$ cat config.mk
export PLATFORM = sky130hd
export DESIGN_NAME = i2cm_sfifo_th
export DESIGN_NICKNAME = d
export VERILOG_FILES = /design/src/rtl/i2cm_sfifo_th_pkg.sv /design/src/rtl/i2cm_sfifo_th_mem.sv /design/src/rtl/i2cm_sfifo_th.sv
export SDC_FILE = /design/constraint.sdc
export NUM_CORES = 1
export LEC_CHECK = 0
export CAP_MARGIN = 5
export CORE_UTILIZATION = 35
export DETAILED_ROUTE_END_ITERATION = 7
export PLACE_DENSITY = 0.63
export SLEW_MARGIN = 30
export SYNTH_ARGS = -nofsm -noshare
export SYNTH_HDL_FRONTEND = slang
export SYNTH_SLANG_ARGS = --single-unit
$ cat constraint.sdc
create_clock -name sys_clk -period 4.7 [get_ports sys_clk]
set_input_delay 0.94 -clock sys_clk [delete_from_list [all_inputs] [get_ports sys_clk]]
set_output_delay 0.94 -clock sys_clk [all_outputs]
set_load 0.02 [all_outputs]
$ cat src/rtl/i2cm_sfifo_th_pkg.sv
// Shared constants for the I2C master sync FIFO: default geometry and read-port modes.
package i2cm_sfifo_th_pkg;

  localparam int DEF_DATA_WIDTH = 8;
  localparam int DEF_ADDR_WIDTH = 4;
  localparam int DEF_DATA_DEPTH = 16;

  typedef enum logic {
    RD_PORT_REG  = 1'b0,
    RD_PORT_FWFT = 1'b1
  } rdPortMode_e;

  localparam int DEF_FWFT = int'(RD_PORT_FWFT);

endpackage

$ cat src/rtl/i2cm_sfifo_th_mem.sv
// FIFO storage: DATA_DEPTH x DATA_WIDTH registers, one synchronous write port, one async read port.
module i2cm_sfifo_th_mem
  import i2cm_sfifo_th_pkg::*;
#(
  parameter int DATA_WIDTH = DEF_DATA_WIDTH,
  parameter int ADDR_WIDTH = DEF_ADDR_WIDTH,
  parameter int DATA_DEPTH = DEF_DATA_DEPTH
) (
  input  logic                  sys_clk,
  input  logic                  we_i,
  input  logic [ADDR_WIDTH-1:0] waddr_i,
  input  logic [DATA_WIDTH-1:0] wdata_i,
  input  logic [ADDR_WIDTH-1:0] raddr_i,
  output logic [DATA_WIDTH-1:0] rdata_o
);

  // Storage is deliberately not reset; readers qualify it with the valid/empty state.
  logic [DATA_WIDTH-1:0] mem_q [DATA_DEPTH];

  always_ff @(posedge sys_clk) begin
    if (we_i) begin
      mem_q[waddr_i] <= wdata_i;
    end
  end

  assign rdata_o = mem_q[raddr_i];

endmodule

$ cat src/rtl/i2cm_sfifo_th.sv
// Parametrised sync FIFO between the APB register file and the I2C shift engine,
// with thresholds, sticky error flags and selectable FWFT or registered read port.
module i2cm_sfifo_th
  import i2cm_sfifo_th_pkg::*;
#(
  parameter int DATA_WIDTH = DEF_DATA_WIDTH,
  parameter int ADDR_WIDTH = DEF_ADDR_WIDTH,
  parameter int DATA_DEPTH = DEF_DATA_DEPTH,
  parameter int FWFT       = DEF_FWFT
) (
  input  logic                  sys_clk,
  input  logic                  sys_rst,
  input  logic                  en,
  input  logic                  push,
  input  logic                  pop,
  input  logic [DATA_WIDTH-1:0] data_i,
  input  logic [ADDR_WIDTH:0]   afull_th,
  input  logic [ADDR_WIDTH:0]   aempty_th,
  input  logic                  flag_clr,
  output logic [DATA_WIDTH-1:0] data_o,
  output logic                  data_vld,
  output logic [ADDR_WIDTH:0]   word_cnt,
  output logic [ADDR_WIDTH:0]   free_cnt,
  output logic                  full,
  output logic                  empty,
  output logic                  afull,
  output logic                  aempty,
  output logic                  overflow,
  output logic                  underflow,
  output logic                  ovf_stk,
  output logic                  udf_stk
);

  localparam logic [ADDR_WIDTH-1:0] LAST_PTR  = ADDR_WIDTH'(DATA_DEPTH - 1);
  localparam logic [ADDR_WIDTH:0]   DEPTH_CNT = (ADDR_WIDTH + 1)'(DATA_DEPTH);

  logic [ADDR_WIDTH-1:0] wp_q, wp_d, rp_q, rp_d;
  logic [ADDR_WIDTH:0]   cnt_q, cnt_d;
  logic                  ovf_stk_q, ovf_stk_d, udf_stk_q, udf_stk_d;
  logic                  wr, rd;
  logic [DATA_WIDTH-1:0] rdata;

  assign full      = (cnt_q == DEPTH_CNT);
  assign empty     = (cnt_q == '0);
  assign wr        = push & (~full | pop);
  assign rd        = pop & ~empty;
  assign overflow  = push & full & ~pop;
  assign underflow = pop & empty;
  assign word_cnt  = cnt_q;
  assign free_cnt  = DEPTH_CNT - cnt_q;
  assign afull     = (cnt_q >= afull_th);
  assign aempty    = (cnt_q <= aempty_th);
  assign ovf_stk   = ovf_stk_q;
  assign udf_stk   = udf_stk_q;

  // Pointers wrap explicitly at DATA_DEPTH-1 so non-power-of-2 depths work.
  always_comb begin
    wp_d      = wp_q;
    rp_d      = rp_q;
    cnt_d     = cnt_q;
    ovf_stk_d = overflow ? 1'b1 : (flag_clr ? 1'b0 : ovf_stk_q);
    udf_stk_d = underflow ? 1'b1 : (flag_clr ? 1'b0 : udf_stk_q);
    if (wr) begin
      wp_d = (wp_q == LAST_PTR) ? '0 : wp_q + 1'b1;
    end
    if (rd) begin
      rp_d = (rp_q == LAST_PTR) ? '0 : rp_q + 1'b1;
    end
    case ({wr, rd})
      2'b10:   cnt_d = cnt_q + 1'b1;
      2'b01:   cnt_d = cnt_q - 1'b1;
      default: cnt_d = cnt_q;
    endcase
    if (!en) begin
      wp_d      = '0;
      rp_d      = '0;
      cnt_d     = '0;
      ovf_stk_d = 1'b0;
      udf_stk_d = 1'b0;
    end
  end

  always_ff @(posedge sys_clk or posedge sys_rst) begin
    if (sys_rst) begin
      wp_q      <= '0;
      rp_q      <= '0;
      cnt_q     <= '0;
      ovf_stk_q <= 1'b0;
      udf_stk_q <= 1'b0;
    end else begin
      wp_q      <= wp_d;
      rp_q      <= rp_d;
      cnt_q     <= cnt_d;
      ovf_stk_q <= ovf_stk_d;
      udf_stk_q <= udf_stk_d;
    end
  end

  i2cm_sfifo_th_mem #(
    .DATA_WIDTH (DATA_WIDTH),
    .ADDR_WIDTH (ADDR_WIDTH),
    .DATA_DEPTH (DATA_DEPTH)
  ) u_mem (
    .sys_clk (sys_clk),
    .we_i    (wr & en),
    .waddr_i (wp_q),
    .wdata_i (data_i),
    .raddr_i (rp_q),
    .rdata_o (rdata)
  );

  generate
    if (FWFT == int'(RD_PORT_FWFT)) begin : g_fwft
      assign data_o   = rdata;
      assign data_vld = ~empty;
    end else begin : g_reg
      logic [DATA_WIDTH-1:0] data_q, data_d;
      logic                  vld_q, vld_d;

      // A soft reset also swallows a pop issued in the same cycle.
      always_comb begin
        data_d = rd ? rdata : data_q;
        vld_d  = rd;
        if (!en) begin
          data_d = '0;
          vld_d  = 1'b0;
        end
      end

      always_ff @(posedge sys_clk or posedge sys_rst) begin
        if (sys_rst) begin
          data_q <= '0;
          vld_q  <= 1'b0;
        end else begin
          data_q <= data_d;
          vld_q  <= vld_d;
        end
      end

      assign data_o   = data_q;
      assign data_vld = vld_q;
    end
  endgenerate

endmodule

Word level (Yosys, flattened, before mapping) --
Memories as Yosys holds them, arrays and structs flattened. Cells that the tools add are included.
Word-level totals: RAM bits 128, memories kept 1, register bits after elaboration 15, output and inout bits 27, input bits 24, logic and storage cells 49
Memories:
- u_mem.mem_q | words 16, width 8, read ports 1, clocked after memory_dff 0, wr ports 1, line i2cm_sfifo_th_mem.sv:18 | logic [DATA_WIDTH-1:0] mem_q [DATA_DEPTH];
Operators by class: equal/unequal tests 10, muxes and demuxes 15, $lt $le $gt $ge 2, bitwise operators 10, add/sub/neg operators 5, reductions and logical operators 1
Operator list (number):
- 4-bit 2-to-1 mux | 6
- 5-bit one-hot mux with 2 select lines | 1
- 3-bit by 1-bit inequality test with 1-bit output (second input constant) | 3
- 4-bit by 1-bit adder with 4-bit output (second input constant) | 2
- 4-bit == test (second input constant) | 2
- 1-bit 2-to-1 mux | 7
- 1-bit AND | 6
- 5-bit by 1-bit adder with 5-bit output (second input constant) | 1
- 5-bit == test (second input constant) | 1
- 5-bit >= comparator | 1
- 5-bit <= comparator | 1
- 5-bit logical NOT | 1
- 5-bit 2-to-1 mux | 1
- 5-bit by 1-bit subtractor with 5-bit output (second input constant) | 1
- 5-bit subtractor (first input constant) | 1
- 2-bit by 1-bit inequality test with 1-bit output (second input constant) | 2
- 1-bit inverter | 3
- 2-bit by 1-bit == test with 1-bit output (second input constant) | 1
- 2-bit == test (second input constant) | 1
- 1-bit OR | 1

Depth between registers and ports, before layout --
Gate-level depths: netlist of the first run.
word-level depth 7, gate-level depth with buffers 11, gate-level depth less buffers 11

Cells and area by module --
Synthesis of the first run repeated with hierarchy kept, for this count alone.
Second synthesis, totals: cells, all modules 358, area total of the unflattened synthesis 6170.9 µm²
By module, submodules not included:
- i2cm_sfifo_th_mem | instances 1, area an instance 4987.3 µm², cells each 221, seq. area each 3843.7 µm²
- i2cm_sfifo_th | instances 1, area an instance 1183.6 µm², cells each 137, seq. area each 375.4 µm²

Least setup slack after synthesis of the first run --
OpenSTA, ideal clock, no wires.
kind in2out, from input afull_th[0], to output afull, required time 3.760 ns, cell stages on the path 5, buffers on the path 0, slack 1.844 ns, arrival 1.916 ns, path through ha_1 -> nand2b_1 -> a21o_1 -> a21oi_1 -> o21ai_0
Between the ends: longest elaborated chain between the ends 1
Ends and longest elaborated chain:
- start: declaration | line i2cm_sfifo_th.sv:17 | input logic [ADDR_WIDTH:0] afull_th,
- 5-bit >= comparator | line i2cm_sfifo_th.sv:51 | assign afull = (cnt_q >= afull_th);
- end: declaration | line i2cm_sfifo_th.sv:26 | output logic afull,
No other way between the ends.

Worst setup path in the final report of the first run --
from input aempty_th[1], to output aempty
Between the ends: longest elaborated chain between the ends 1
Ends and longest elaborated chain:
- start: declaration | line i2cm_sfifo_th.sv:18 | input logic [ADDR_WIDTH:0] aempty_th,
- 5-bit <= comparator | line i2cm_sfifo_th.sv:52 | assign aempty = (cnt_q <= aempty_th);
- end: declaration | line i2cm_sfifo_th.sv:27 | output logic aempty,
No other way between the ends.

==> results of run 1 <==
-- Yosys cell counts (2+ instances only) --
cell | instances | share of area [%]
buf_1 | 3 | 0.18
and2_1 | 8 | 0.81
buf_4 | 2 | 0.24
nand2_1 | 24 | 1.5
nor2b_1 | 8 | 0.81
o21a_1 | 3 | 0.37
mux4_2 | 32 | 12
buf_2 | 2 | 0.16
a22oi_1 | 16 | 1.9
a21boi_0 | 3 | 0.37
ha_1 | 19 | 3.9
dfrtp_1 | 15 | 6.1
nand4b_1 | 2 | 0.28
a21o_1 | 2 | 0.24
nor3_1 | 2 | 0.16
xnor2_1 | 7 | 1.0
nand2b_1 | 4 | 0.41
nand3_1 | 7 | 0.57
clkbuf_1 | 8 | 0.49
inv_1 | 18 | 1.1
a21oi_1 | 5 | 0.41
o21ai_0 | 4 | 0.32
nor2_1 | 20 | 1.2
edfxtp_1 | 128 | 62
mux2i_1 | 6 | 0.97
buf_6 | 2 | 0.37
-- stage by stage --
step / utilization, % / power [mW]
floorplan: - / 2.08
global placement: 39.9 / 2.39
detailed placement: 39.9 / 2.40
CTS: 43.4 / 3.76
global route: 43.4 / 3.87
finish: 43.4 / 3.72
-- path summary, 6_finish.rpt --
path	depth (start not counted)	end	startpoint	slack, ns
worst max-delay path	8	aempty	aempty_th[1]	0.88
worst min-delay path	2	wp_q[1]$_DFFE_PP0P_	wp_q[1]$_DFFE_PP0P_	0.61
worst max register to register	8	u_mem.mem_q[8][7]$_DFFE_PP_	word_cnt[1]$_DFFE_PP0P_	1.70
worst min register to register	2	wp_q[1]$_DFFE_PP0P_	wp_q[1]$_DFFE_PP0P_	0.61
max in group asynchronous	2	rp_q[0]$_DFFE_PP0P_	sys_rst	3.39
min in group asynchronous	2	rp_q[1]$_DFFE_PP0P_	sys_rst	0.89
-- final cells by class --
class                      instances  share of cell area [%]
clock buffer                      20                    5.83
clock inverter                    11                    2.22
inverter                          18                   0.902
multi-input combinational        186                    23.8
sequential                       143                    56.4
tap                              225                    3.76
timing repair buffer              53                    7.15
-- layer usage --
metal  global-route usage (%)  up-vias  part of all wire [%]
met5                        0        -                     0
met4                     4.37        0                   1.0
met3                     4.17       14                   6.3
met2                     23.5      106                    49
met1                     18.4     1629                    43
li1                         -     1514                     -
-- worst max-delay path, delay by kind of cell --
family / cells / cell delay [ns]
and+or+nand+nor: 1 / 0.14
AOI/OAI and AO/OA: 3 / 0.42
adders and majority gates: 1 / 0.30
buffers and inverters: 3 / 1.09
-- placed cells by master, fill, tap and decap left out, types with 4 or more instances in the layout --
master and count:
nor2_1 20, edfxtp_1 128, nand2b_1 4, ha_1 19, inv_1 18, nand2_1 24
xnor2_1 7, clkbuf_16 17, clkdlybuf4s50_1 50, nand3_1 7, mux4_2 32, a21oi_1 5
and2_1 8, dfrtp_1 14, a22oi_1 16, bufinv_16 4, mux2i_1 6, o21ai_0 4
nor2b_1 8
-- state kept, by name, summed over array words and instances, names as in the netlist --
name	cells
rp_q	4
udf_stk	1
u_mem.mem_q	128
ovf_stk	1
wp_q	4
word_cnt	5
-- cell families after synthesis --
kind of cell / synth area share [%]
flops: 68.5
buf+inv: 2.62
compound gates: 4.45
mux: 12.7
xor+xnor: 0.995
fa+ha+maj: 3.86
simple gates: 6.93
-- power by group through the flow --
stage                     logic, mW  registers [mW]  clock network (mW)
after global routing          0.966            1.48                1.42
final                         0.890            1.47                1.36
after CTS                     0.911            1.47                1.37
after global placement        0.895            1.49                   0
after floorplan               0.603            1.48                   0
after detailed placement      0.905            1.50                   0
==> flow_summary.ini, run 1 <==
[clock_tree]
clk_latency_ns = 0.41
path_clk_slew_ns = 0.05
tritoncts = built
clockBufferDepth = 2
ctsResizeCount = 0
cts_made_buffers = 17
ctsHoldBuffers = 0
cts-root-buf = clkbuf_16
post_cts_buffers = 0
h-tree-depth = 4
cts.sinks = 143

[placed_design]
port_buffers = 50
pre_cts_ws_ns = 0.863
place_inst = 625
gp_congestion = 0.719
placed_area_um2 = 6890
dp_hpwl_mm = 7.91

[cells_and_area]
multiInputGateArea_um2 = 1780
final-seq-area_um2 = 4220
layout-drive-gt1-share_pct = 15.5
n_antenna_cell = 0
nFillCells = 1473
fin_area_um2 = 7490
area_growth_pct = 21.5
finish.net_count = 462
layout.cells.non_filler = 656

[grt]
antenna_found_initial = 0
grt-ovfl-total = 0
grt_pass1_wl_mm = 18.9
grt_max_degree = 33
grt_pass1_vias = 3437
grt_usage_pct = 14.3

[worst_setup_path]
critPathRequiredTime_ns = 3.76
endpoint_kind = primary output
critPathSlowestCell = clkdlybuf4s50_1
cpMostUsedCell = clkdlybuf4s50_1
cp.arrival_ns = 2.88
critPathLaunchType = primary input
crit_fanout = 2
setup.worst_path.class = primary input to primary output
critPathMaxStageDelay_ns = 0.59
worstPathCellList = clkdlybuf4s50_1 -> inv_1 -> ha_1 -> nor2b_1 -> o21a_1 -> o21ai_0 -> a21o_1 -> clkdlybuf4s50_1

[floorplan]
die_height_um = 135
pin_count = 51
core_um2 = 17200
start_util_pct = 35.7
die_x_um = 135
die_area_um2 = 18100
num_rows = 48

[sta]
holdWs_ns = 0.607
tightestPinTransition_ns = 0.896
finalSetupViolations = 0
period_share_pct = 81.3
setup_tns_ns = 0
rsz0062_at_grt = no
layout_setup_ws_ns = 0.877
relSlewSlack_pct = 40.0
fin_crit_ns = 3.82
fmax_mhz = 262
hold_violations = 0
slew_viol_final = 0
fin_skew_ns = 0.00733

[routing]
wire_per_inst_um = 18.1
drt-vias-per-instance = 4.97
drt_first_pass_iters = 4
vias = 3263
drcViolationCount = 0
routed_wl_mm = 11.9
drt-initial-drc-count = 141
drtAntennaViolNets = 0

[worst_hold_path]
hp-class = flop to flop

[logic_synthesis]
synthArstFlopShare_pct = 10.5
yosysUniqueCellTypes = 41
yosysWarnings = 0
ys_ff_latch = 143
avgSynthCellArea_um2 = 16.9
synth-edff-count = 128
netlist_instances = 365
synth_ff_type = edfxtp_1
yosysSeqAreaShare_pct = 68.5
synth_area_um2 = 6160
syn-num-nets = 408

[power]
p_comb_share_pct = 23.9
seq_power_share_pct = 39.5
p_switching_mw = 0.965
peakVddDrop_uv = 437
powerDensity_nw_per_um2 = 496
pwr-share-clk_pct = 36.5
p_leak_nw = 2.55
p_sw_share_pct = 26.0
intPower_mw = 2.75

[status]
status = complete, no violations

[run]
cap_viol_max_count = 0
Power figures use the tool's default switching activity.
==> inputs of run 2 (changes only) <==
PLACE_DENSITY = 0.65   (was 0.63)
clock period = 3.13 ns   (was 4.7 ns; I/O delays follow)
==> flow_summary.ini, run 2 (same netlist as run 1, synthesis figures left out) <==
[status]
status = complete, no violations

[placed_design]
placed_area_um2 = 7080
gp_congestion = 0.784
dp_hpwl_mm = 8.36
port_buffers = 50

[sta]
setup_tns_ns = 0
period_share_pct = 96.6
finalSetupViolations = 0
fin_crit_ns = 3.02
hold_violations = 0
rsz0062_at_grt = no
relSlewSlack_pct = 58.5
fin_skew_ns = 0.00878
fmax_mhz = 331
slew_viol_final = 0
tightestPinTransition_ns = 0.622

[worst_setup_path]
critPathLaunchType = primary input
worstPathCellList = clkdlybuf4s50_1 -> ha_1 -> nand2b_1 -> a21o_1 -> a21oi_1 -> o21ai_0 -> clkdlybuf4s50_1
critPathSlowestCell = clkdlybuf4s50_1
setup.worst_path.class = primary input to primary output
cp.arrival_ns = 2.40
endpoint_kind = primary output
cpMostUsedCell = clkdlybuf4s50_1
critPathRequiredTime_ns = 2.50
cp_num_buf_inv = 2
critPathMaxStageDelay_ns = 0.55
crit_family = buffers and inverters
crit_fanout = 1

[cells_and_area]
area_growth_pct = 24.4
multiInputGateArea_um2 = 1800
final_util_pct = 44.5
mostFrequentLayoutCells = edfxtp_1, clkdlybuf4s50_1, mux4_2, nand2_1, buf_4
n_antenna_cell = 0
final_common_cell = edfxtp_1
layout-drive-gt1-share_pct = 21.1
largest_reg_flops = 128
fin_area_um2 = 7660
finish.net_count = 485
largest-register = u_mem.mem_q
final-seq-area_um2 = 4220
nFillCells = 1468

[floorplan]
die_x_um = 135
die_height_um = 135
pin_count = 51
die_area_um2 = 18100
core_um2 = 17200
start_util_pct = 35.7
num_rows = 48

[routing]
drt_first_pass_iters = 4
drt-initial-drc-count = 229
wire_per_inst_um = 18.5
wl_met2_mm = 6.09
wl_met1_mm = 5.58
drtAntennaViolNets = 0
drcViolationCount = 0
drt-vias-per-instance = 5.06
top_layer_used = met4
wl_met3_um = 755
routed_wl_mm = 12.6
vias = 3441

[run]
cap_viol_max_count = 0

[clock_tree]
cts.sinks = 143
cts-root-buf = clkbuf_16
path_clk_slew_ns = 0.06
h-tree-depth = 4
clk_latency_ns = 0.42
cts_made_buffers = 17
post_cts_buffers = 0
clockBufferDepth = 2
tritoncts = built
ctsHoldBuffers = 0

[grt]
grt_max_degree = 23
grt_pass1_wl_mm = 19.9
grt_usage_pct = 15.3
antenna_found_initial = 0
grt_pass1_vias = 3674
grt-ovfl-total = 0

[power]
p_leak_nw = 2.70
power_mw = 5.51
peakVddDrop_uv = 758
powerDensity_nw_per_um2 = 719

[worst_hold_path]
hp-class = primary input to async pin
run 2: final cells by class:
type | instances | area share, %
Sequential cell | 143 | 55.1
Multi-Input combinational cell | 186 | 23.5
Timing Repair Buffer | 76 | 9.53
Clock buffer | 17 | 5.55
Tap cell | 225 | 3.67
Clock inverter | 15 | 1.75
Inverter | 18 | 0.882
run 2: power breakdown:
| group | switching (mW) | internal, mW | leakage (nW) |
|---|---|---|---|
| clock network | 0.788 | 1.10 | 0.266 |
| logic | 0.716 | 0.740 | 1.08 |
| registers | 0.0388 | 2.12 | 1.36 |
| total | 1.54 | 3.97 | 2.70 |
run 2: worst reg2reg max path, stage by stage (launching register included):
cell	delay (ns)
dfrtp_1	0.37
inv_1	0.10
ha_1	0.22
nor3b_4	0.17
ha_1	0.23
nand2b_1	0.14
and2_1	0.27
nand2_1	0.16
nor2_1	0.31
buf_4	0.25
run 2: repair_timing:
item / CTS / global route
endpoints found under the setup margin: 11 / 4
hold endpoints to repair: 0 / 0
resized for setup: 11 / 4
run 2: final timing paths:
path,from,end,slack (ns),depth (start not counted)
min,sys_rst,ovf_stk$_DFFE_PP0P_,0.59,2
max,afull_th[0],afull,0.11,7
max reg2reg,word_cnt[0]$_DFFE_PP0P_,u_mem.mem_q[6][0]$_DFFE_PP_,0.61,9
min reg2reg,wp_q[0]$_DFFE_PP0P_,wp_q[0]$_DFFE_PP0P_,0.61,2
max in group asynchronous,sys_rst,rp_q[0]$_DFFE_PP0P_,2.10,2
min in group sys_clk,wp_q[0]$_DFFE_PP0P_,wp_q[0]$_DFFE_PP0P_,0.61,2
run 2: routing by layer:
metal | vias up | track usage, %
met4 | 0 | 6.49
met2 | 122 | 24.9
met1 | 1742 | 19.4
li1 | 1564 | -
met5 | - | 0
met3 | 13 | 4.05
run 2: per-stage QoR:
step           std cells  hold slack, ns  setup slack [ns]
3_3_place_gp         648           0.590           -0.0365
5_1_grt              680           0.640            0.0320
6_report             680           0.587             0.107
4_1_cts              680           0.602            0.0376
2_1_floorplan        365           0.527             0.467
3_5_place_dp         648           0.595           -0.0743
==> inputs of run 3 (changes only) <==
CTS_CLUSTER_DIAMETER = 120   (was default)
==> results of run 3 <==
The final DEF is identical to that of run 2; final timing and power are the same.
